File: src/rtl/fnd_pkg.sv
`default_nettype none
// ------------------------------------------------------------------------
// fnd_pkg: shared types and constants for the FND scan controller. Rev 1.0
// ------------------------------------------------------------------------
package fnd_pkg;

  typedef enum logic [0:0] {
    ST_DEAD = 1'b0,
    ST_SHOW = 1'b1
  } state_t;

  localparam logic [3:0] POS_OFF = 4'b1111;
  localparam logic [3:0] POS_D0  = 4'b1110;
  localparam logic [3:0] POS_D1  = 4'b1101;
  localparam logic [3:0] POS_D2  = 4'b1011;
  localparam logic [3:0] POS_D3  = 4'b0111;
  localparam logic [7:0] SEG_OFF = 8'hFF;

  // Active-low {g,f,e,d,c,b,a} glyphs for 0-9 and A,b,C,d,E,F
  localparam logic [6:0] GLYPH_TBL [16] = '{
    7'h40, 7'h79, 7'h24, 7'h30, 7'h19, 7'h12, 7'h02, 7'h78,
    7'h00, 7'h10, 7'h08, 7'h03, 7'h46, 7'h21, 7'h06, 7'h0E
  };

  function automatic logic [3:0] pos_code(input logic [1:0] digit);
    case (digit)
      2'd0:    return POS_D0;
      2'd1:    return POS_D1;
      2'd2:    return POS_D2;
      default: return POS_D3;
    endcase
  endfunction

endpackage
`default_nettype wire

File: src/rtl/fnd_seg_decoder.sv
`default_nettype none
// ------------------------------------------------------------------------
// fnd_seg_decoder: nibble to active-low 7-segment glyph. Rev 1.0
// ------------------------------------------------------------------------
module fnd_seg_decoder
  import fnd_pkg::*;
(
  input  logic [3:0] i_nibble,
  output logic [6:0] o_glyph
);

  assign o_glyph = GLYPH_TBL[i_nibble];

endmodule
`default_nettype wire

File: src/rtl/fnd_scan_controller.sv
`default_nettype none
// ------------------------------------------------------------------------
// fnd_scan_controller: 4-digit FND scan with dead-time and LZ blanking. Rev 1.0
// ------------------------------------------------------------------------
module fnd_scan_controller
  import fnd_pkg::*;
#(
  parameter int P_TICK_DIV = 100_000,
  parameter int P_DEAD_CYC = 16
) (
  input  logic        i_clk,
  input  logic        i_reset,
  input  logic [15:0] i_bcd,
  input  logic [3:0]  i_dp,
  input  logic        i_load,
  input  logic        i_lz_blank,
  output logic [3:0]  o_position,
  output logic [7:0]  o_segment,
  output logic [1:0]  o_digit,
  output logic        o_frame_done
);

  localparam int            CW          = $clog2(P_TICK_DIV);
  localparam logic [CW-1:0] C_DEAD_LAST = CW'(P_DEAD_CYC - 1);
  localparam logic [CW-1:0] C_SLOT_LAST = CW'(P_TICK_DIV - 1);

  state_t        r_state;
  logic [CW-1:0] r_cnt;
  logic [19:0]   r_pending;
  logic [19:0]   r_display;
  logic [1:0]    r_digit;
  logic [3:0]    r_position;
  logic [7:0]    r_segment;
  logic          r_frame_done;

  logic          w_enter_show;
  logic          w_end_show;
  logic [CW-1:0] w_cnt_inc;
  logic [19:0]   w_disp;
  logic [3:0]    w_nibble;
  logic          w_dp;
  logic          w_upper_zero;
  logic [6:0]    w_glyph;
  logic [7:0]    w_seg;

  assign w_enter_show = (r_state == ST_DEAD) && (r_cnt == C_DEAD_LAST);
  assign w_end_show   = (r_state == ST_SHOW) && (r_cnt == C_SLOT_LAST);
  assign w_cnt_inc    = r_cnt + 1'b1;
  // The segment computed on the commit edge must already use the value being committed
  assign w_disp       = w_enter_show ? r_pending : r_display;

  always_comb begin
    w_nibble     = w_disp[3:0];
    w_dp         = w_disp[16];
    w_upper_zero = 1'b0;
    case (r_digit)
      2'd1: begin
        w_nibble     = w_disp[7:4];
        w_dp         = w_disp[17];
        w_upper_zero = (w_disp[15:4] == 12'h000);
      end
      2'd2: begin
        w_nibble     = w_disp[11:8];
        w_dp         = w_disp[18];
        w_upper_zero = (w_disp[15:8] == 8'h00);
      end
      2'd3: begin
        w_nibble     = w_disp[15:12];
        w_dp         = w_disp[19];
        w_upper_zero = (w_disp[15:12] == 4'h0);
      end
      default: ;
    endcase
  end

  fnd_seg_decoder u_dec (
    .i_nibble (w_nibble),
    .o_glyph  (w_glyph)
  );

  assign w_seg = {~w_dp, (i_lz_blank && w_upper_zero) ? 7'h7F : w_glyph};

  always_ff @(posedge i_clk) begin
    if (i_reset) begin
      r_state      <= ST_DEAD;
      r_cnt        <= '0;
      r_pending    <= '0;
      r_display    <= '0;
      r_digit      <= 2'd0;
      r_position   <= POS_OFF;
      r_segment    <= SEG_OFF;
      r_frame_done <= 1'b0;
    end else begin
      if (i_load) begin
        r_pending <= {i_dp, i_bcd};
      end
      r_frame_done <= (r_digit == 2'd3) && !w_end_show && (w_cnt_inc == C_SLOT_LAST);
      case (r_state)
        ST_DEAD: begin
          r_cnt <= w_cnt_inc;
          if (w_enter_show) begin
            r_state    <= ST_SHOW;
            r_display  <= r_pending;
            r_position <= pos_code(r_digit);
            r_segment  <= w_seg;
          end
        end
        default: begin
          if (w_end_show) begin
            r_state    <= ST_DEAD;
            r_cnt      <= '0;
            r_digit    <= r_digit + 2'd1;
            r_position <= POS_OFF;
            r_segment  <= SEG_OFF;
          end else begin
            r_cnt     <= w_cnt_inc;
            r_segment <= w_seg;
          end
        end
      endcase
    end
  end

  assign o_position   = r_position;
  assign o_segment    = r_segment;
  assign o_digit      = r_digit;
  assign o_frame_done = r_frame_done;

endmodule
`default_nettype wire

File: config.mk
export PLATFORM = sky130hd
export DESIGN_NAME = fnd_scan_controller
export DESIGN_NICKNAME = d
export VERILOG_FILES = /design/src/rtl/fnd_pkg.sv /design/src/rtl/fnd_seg_decoder.sv /design/src/rtl/fnd_scan_controller.sv
export SDC_FILE = /design/constraint.sdc
export NUM_CORES = 1
export LEC_CHECK = 0
export CAP_MARGIN = 10
export CELL_PAD_IN_SITES_DETAIL_PLACEMENT = 1
export CELL_PAD_IN_SITES_GLOBAL_PLACEMENT = 2
export CORE_MARGIN = 2
export CORE_UTILIZATION = 31
export CTS_CLUSTER_DIAMETER = 50
export CTS_CLUSTER_SIZE = 40
export DETAILED_ROUTE_END_ITERATION = 12
export GPL_TIMING_DRIVEN = 0
export PLACE_DENSITY = 0.86
export SLEW_MARGIN = 40
export SYNTH_ARGS = -nofsm -noshare
export SYNTH_HDL_FRONTEND = slang
export SYNTH_SLANG_ARGS = --single-unit
File: constraint.sdc
create_clock -name i_clk -period 3.1 [get_ports i_clk]
set_input_delay 0.465 -clock i_clk [delete_from_list [all_inputs] [get_ports i_clk]]
set_output_delay 0.465 -clock i_clk [all_outputs]
set_load 0.01 [all_outputs]
==> results.cfg <==
[outcome]
outcome = complete, no violations

[placement]
hpwl_mm = 7.41
gp_congestion = 0.905
place_inst = 587
portBuffers = 37
place_ws_ns = -0.587

[logic_synthesis]
synthFlopType = dfxtp_1
async_flop_share_pct = 0
synth_area_per_cell_um2 = 8.70
synth_edf_count = 0
synth_cell_types = 51
syn-cell-area_um2 = 3540
seq_area_frac_synth_pct = 41.3
synth_nets = 443
synth_seq_cells = 73
synth_cells = 407
ys_warn_count = 0

[setup_path]
critPathCaptureType = flip-flop
crit_required_ns = 3.33
cp.arrival_ns = 3.22
cp-startpoint = r_cnt[1]$_SDFF_PP0_
start_kind = flip-flop
crit_type = flip-flop to flip-flop
cp_max_fo = 7
r2r_start = r_cnt[1]$_SDFF_PP0_
ff2ff_path_depth = 13

[worst_hold_path]
hold_path.startpoint = o_segment[6]$_SDFFE_PP1P_
hp-class = flip-flop to flip-flop
hold_depth = 2

[drt]
drcViolationCount = 0
wl_per_cell_um = 16.6
routed_wl_mm = 10.2
detail-route-antenna-nets = 0
drt_iter0_markers = 78
vias = 3149
dr.pass1.iters = 4
viasPerCell = 5.12

[global_routing]
grt_remaining_overflow = 0
grt_pass1_wl_mm = 16.9
grt_usage_pct = 17.4
antenna_found_initial = 0
grt_max_degree = 14
grt_pass1_vias = 3327

[clock_network]
insertion_delay_ns = 0.35
cts_buffer_depth = 2
root_buffer = clkbuf_16
clk_pin_slew_ns = 0.06
cts_tree = done
htree_levels = 3
clock_sinks = 73
cts_buffers = 9

[sta]
hold_violations = 0
worstMarginPinSlew_ns = 0.706
max_freq_ghz = 0.334
setup_slack_ns = 0.103
finalCritPeriodShare_pct = 96.7
slew_violations = 0
fin_tns_setup_ns = 0
min_period_ns = 3.00
slew_headroom_pct = 52.9
final.setup_skew_ns = 0.00879
finalSetupViolCount = 0

[final_layout]
fin_nets = 503
final_cell_mix = 69 x nor2_1, 66 x dfxtp_1, 37 x clkdlybuf4s50_1
multiInputGateArea_um2 = 2060
regArea_um2 = 1480
final_common_cell = nor2_1
layout-drive-gt1-share_pct = 15.7
diodes = 0
fillCellCount = 1312
area.growth.synth_to_final_pct = 32.1
final_cells = 615

[floorplanning]
row_count = 39
ios = 39
dieArea_um2 = 12300
start_util_pct = 31.4
die-width_um = 111
core_area_um2 = 11300
fp.dieH_um = 111

[power]
leakage_nw = 1.75
report.power.total_mw = 2.20
ir_drop_mv = 0.249
power_density_nw_per_um2 = 471

[run]
cap_violations = 0
[cells by family after synthesis]
family / count (synthesis) / synth area share [%]
AO/OA/AOI/OAI: 75 / 13.7
XOR/XNOR: 15 / 3.71
adder cells (fa/ha/maj): 12 / 4.24
buffers and inverters: 35 / 4.63
flip-flops: 73 / 41.3
multiplexers: 37 / 10.7
AND/OR/NAND/NOR: 160 / 21.7
[registers in the layout, indices dropped and copies added, names as in the netlist]
signal        flops
o_segment         8
o_digit           2
r_cnt            17
o_frame_done      1
r_display        20
r_pending        20
r_state           1
o_position        4
[through the flow]
| stage | instance area, µm² | utilization (%) | hold WS [ns] |
|---|---|---|---|
| 3_3_place_gp | 4090 | 36.3 | 0.462 |
| 5_1_grt | 4670 | 41.5 | 0.510 |
| 4_1_cts | 4570 | 40.6 | 0.477 |
| 2_1_floorplan | 3540 | - | 0.441 |
| 6_report | 4670 | 41.5 | 0.484 |
| 3_5_place_dp | 4100 | 36.4 | 0.469 |
[layout make-up]
type / count / share of cell area (%)
Multi-Input combinational cell: 299 / 44.0
Sequential cell: 73 / 31.7
Timing Repair Buffer: 53 / 10.6
Clock buffer: 10 / 4.90
Tap cell: 143 / 3.83
Clock inverter: 6 / 1.98
Buffer: 16 / 1.85
Inverter: 15 / 1.20
[worst max-delay path, cell delays in order (launching register included)]
cell and delay [ns]:
dfxtp_4 0.36, ha_4 0.13, and3_4 0.18, buf_6 0.11
and3_4 0.24, and3_4 0.27, mux2_4 0.33, a22oi_2 0.22
a22o_2 0.21, inv_2 0.07, ha_4 0.16, mux2_4 0.27
a221oi_4 0.25, nor2_1 0.08
[Yosys cell counts (2+ instances only)]
cell type / number / area, µm²
a21o_1: 3 / 22.5
a21oi_1: 26 / 130
or4_1: 2 / 15.0
buf_6: 3 / 33.8
clkbuf_1: 9 / 33.8
o21ai_0: 20 / 100
a22o_1: 2 / 17.5
a311oi_1: 2 / 17.5
nor3_1: 8 / 40.0
nor2_1: 69 / 259
mux2_2: 4 / 45.0
nand3_1: 13 / 65.1
and4_1: 2 / 17.5
o22ai_1: 2 / 12.5
buf_2: 3 / 15.0
nand2b_1: 2 / 12.5
xor2_1: 9 / 78.8
nand2_1: 26 / 97.6
nand4_1: 9 / 56.3
clkbuf_2: 2 / 10.0
a31oi_1: 5 / 31.3
and2_1: 8 / 50.1
and3_1: 2 / 12.5
ha_1: 12 / 150
a221oi_2: 2 / 30.0
mux2i_1: 32 / 320
nor4_1: 9 / 56.3
or2_2: 2 / 12.5
a22oi_1: 2 / 15.0
and3_4: 3 / 33.8
buf_1: 2 / 7.51
inv_1: 15 / 56.3
o211ai_1: 2 / 15.0
xnor2_1: 6 / 52.6
dfxtp_1: 73 / 1460
[power by group]
group / switching (mW) / total, mW / internal [mW] / leakage, nW
combinational: 0.0460 / 0.100 / 0.0543 / 1.00
clock: 0.422 / 1.13 / 0.707 / 0.149
sequential: 0.0167 / 0.972 / 0.955 / 0.597
[routing by layer]
metal,vias up,routed length [µm],GRT usage (%)
met2,47,5180,29.9
li1,1556,-,-
met4,0,214,8.00
met3,17,341,4.54
met5,-,0,0
met1,1529,4450,20.2
[what timing repair did]
item,in CTS,in global routing
gates resized for setup,23,20
setup buffers,9,7
endpoints found under the setup margin,7,8
hold buffers,0,0
pin swaps,7,12
[worst paths after layout]
kind | endpoint | slack (ns)
setup / recovery | o_segment[6]$_SDFFE_PP1P_ | 0.10
hold / removal | o_segment[6]$_SDFFE_PP1P_ | 0.48
setup reg to reg | o_segment[6]$_SDFFE_PP1P_ | 0.10
hold reg to reg | o_segment[6]$_SDFFE_PP1P_ | 0.48
Note: power is estimated with default switching activity, not from simulation.
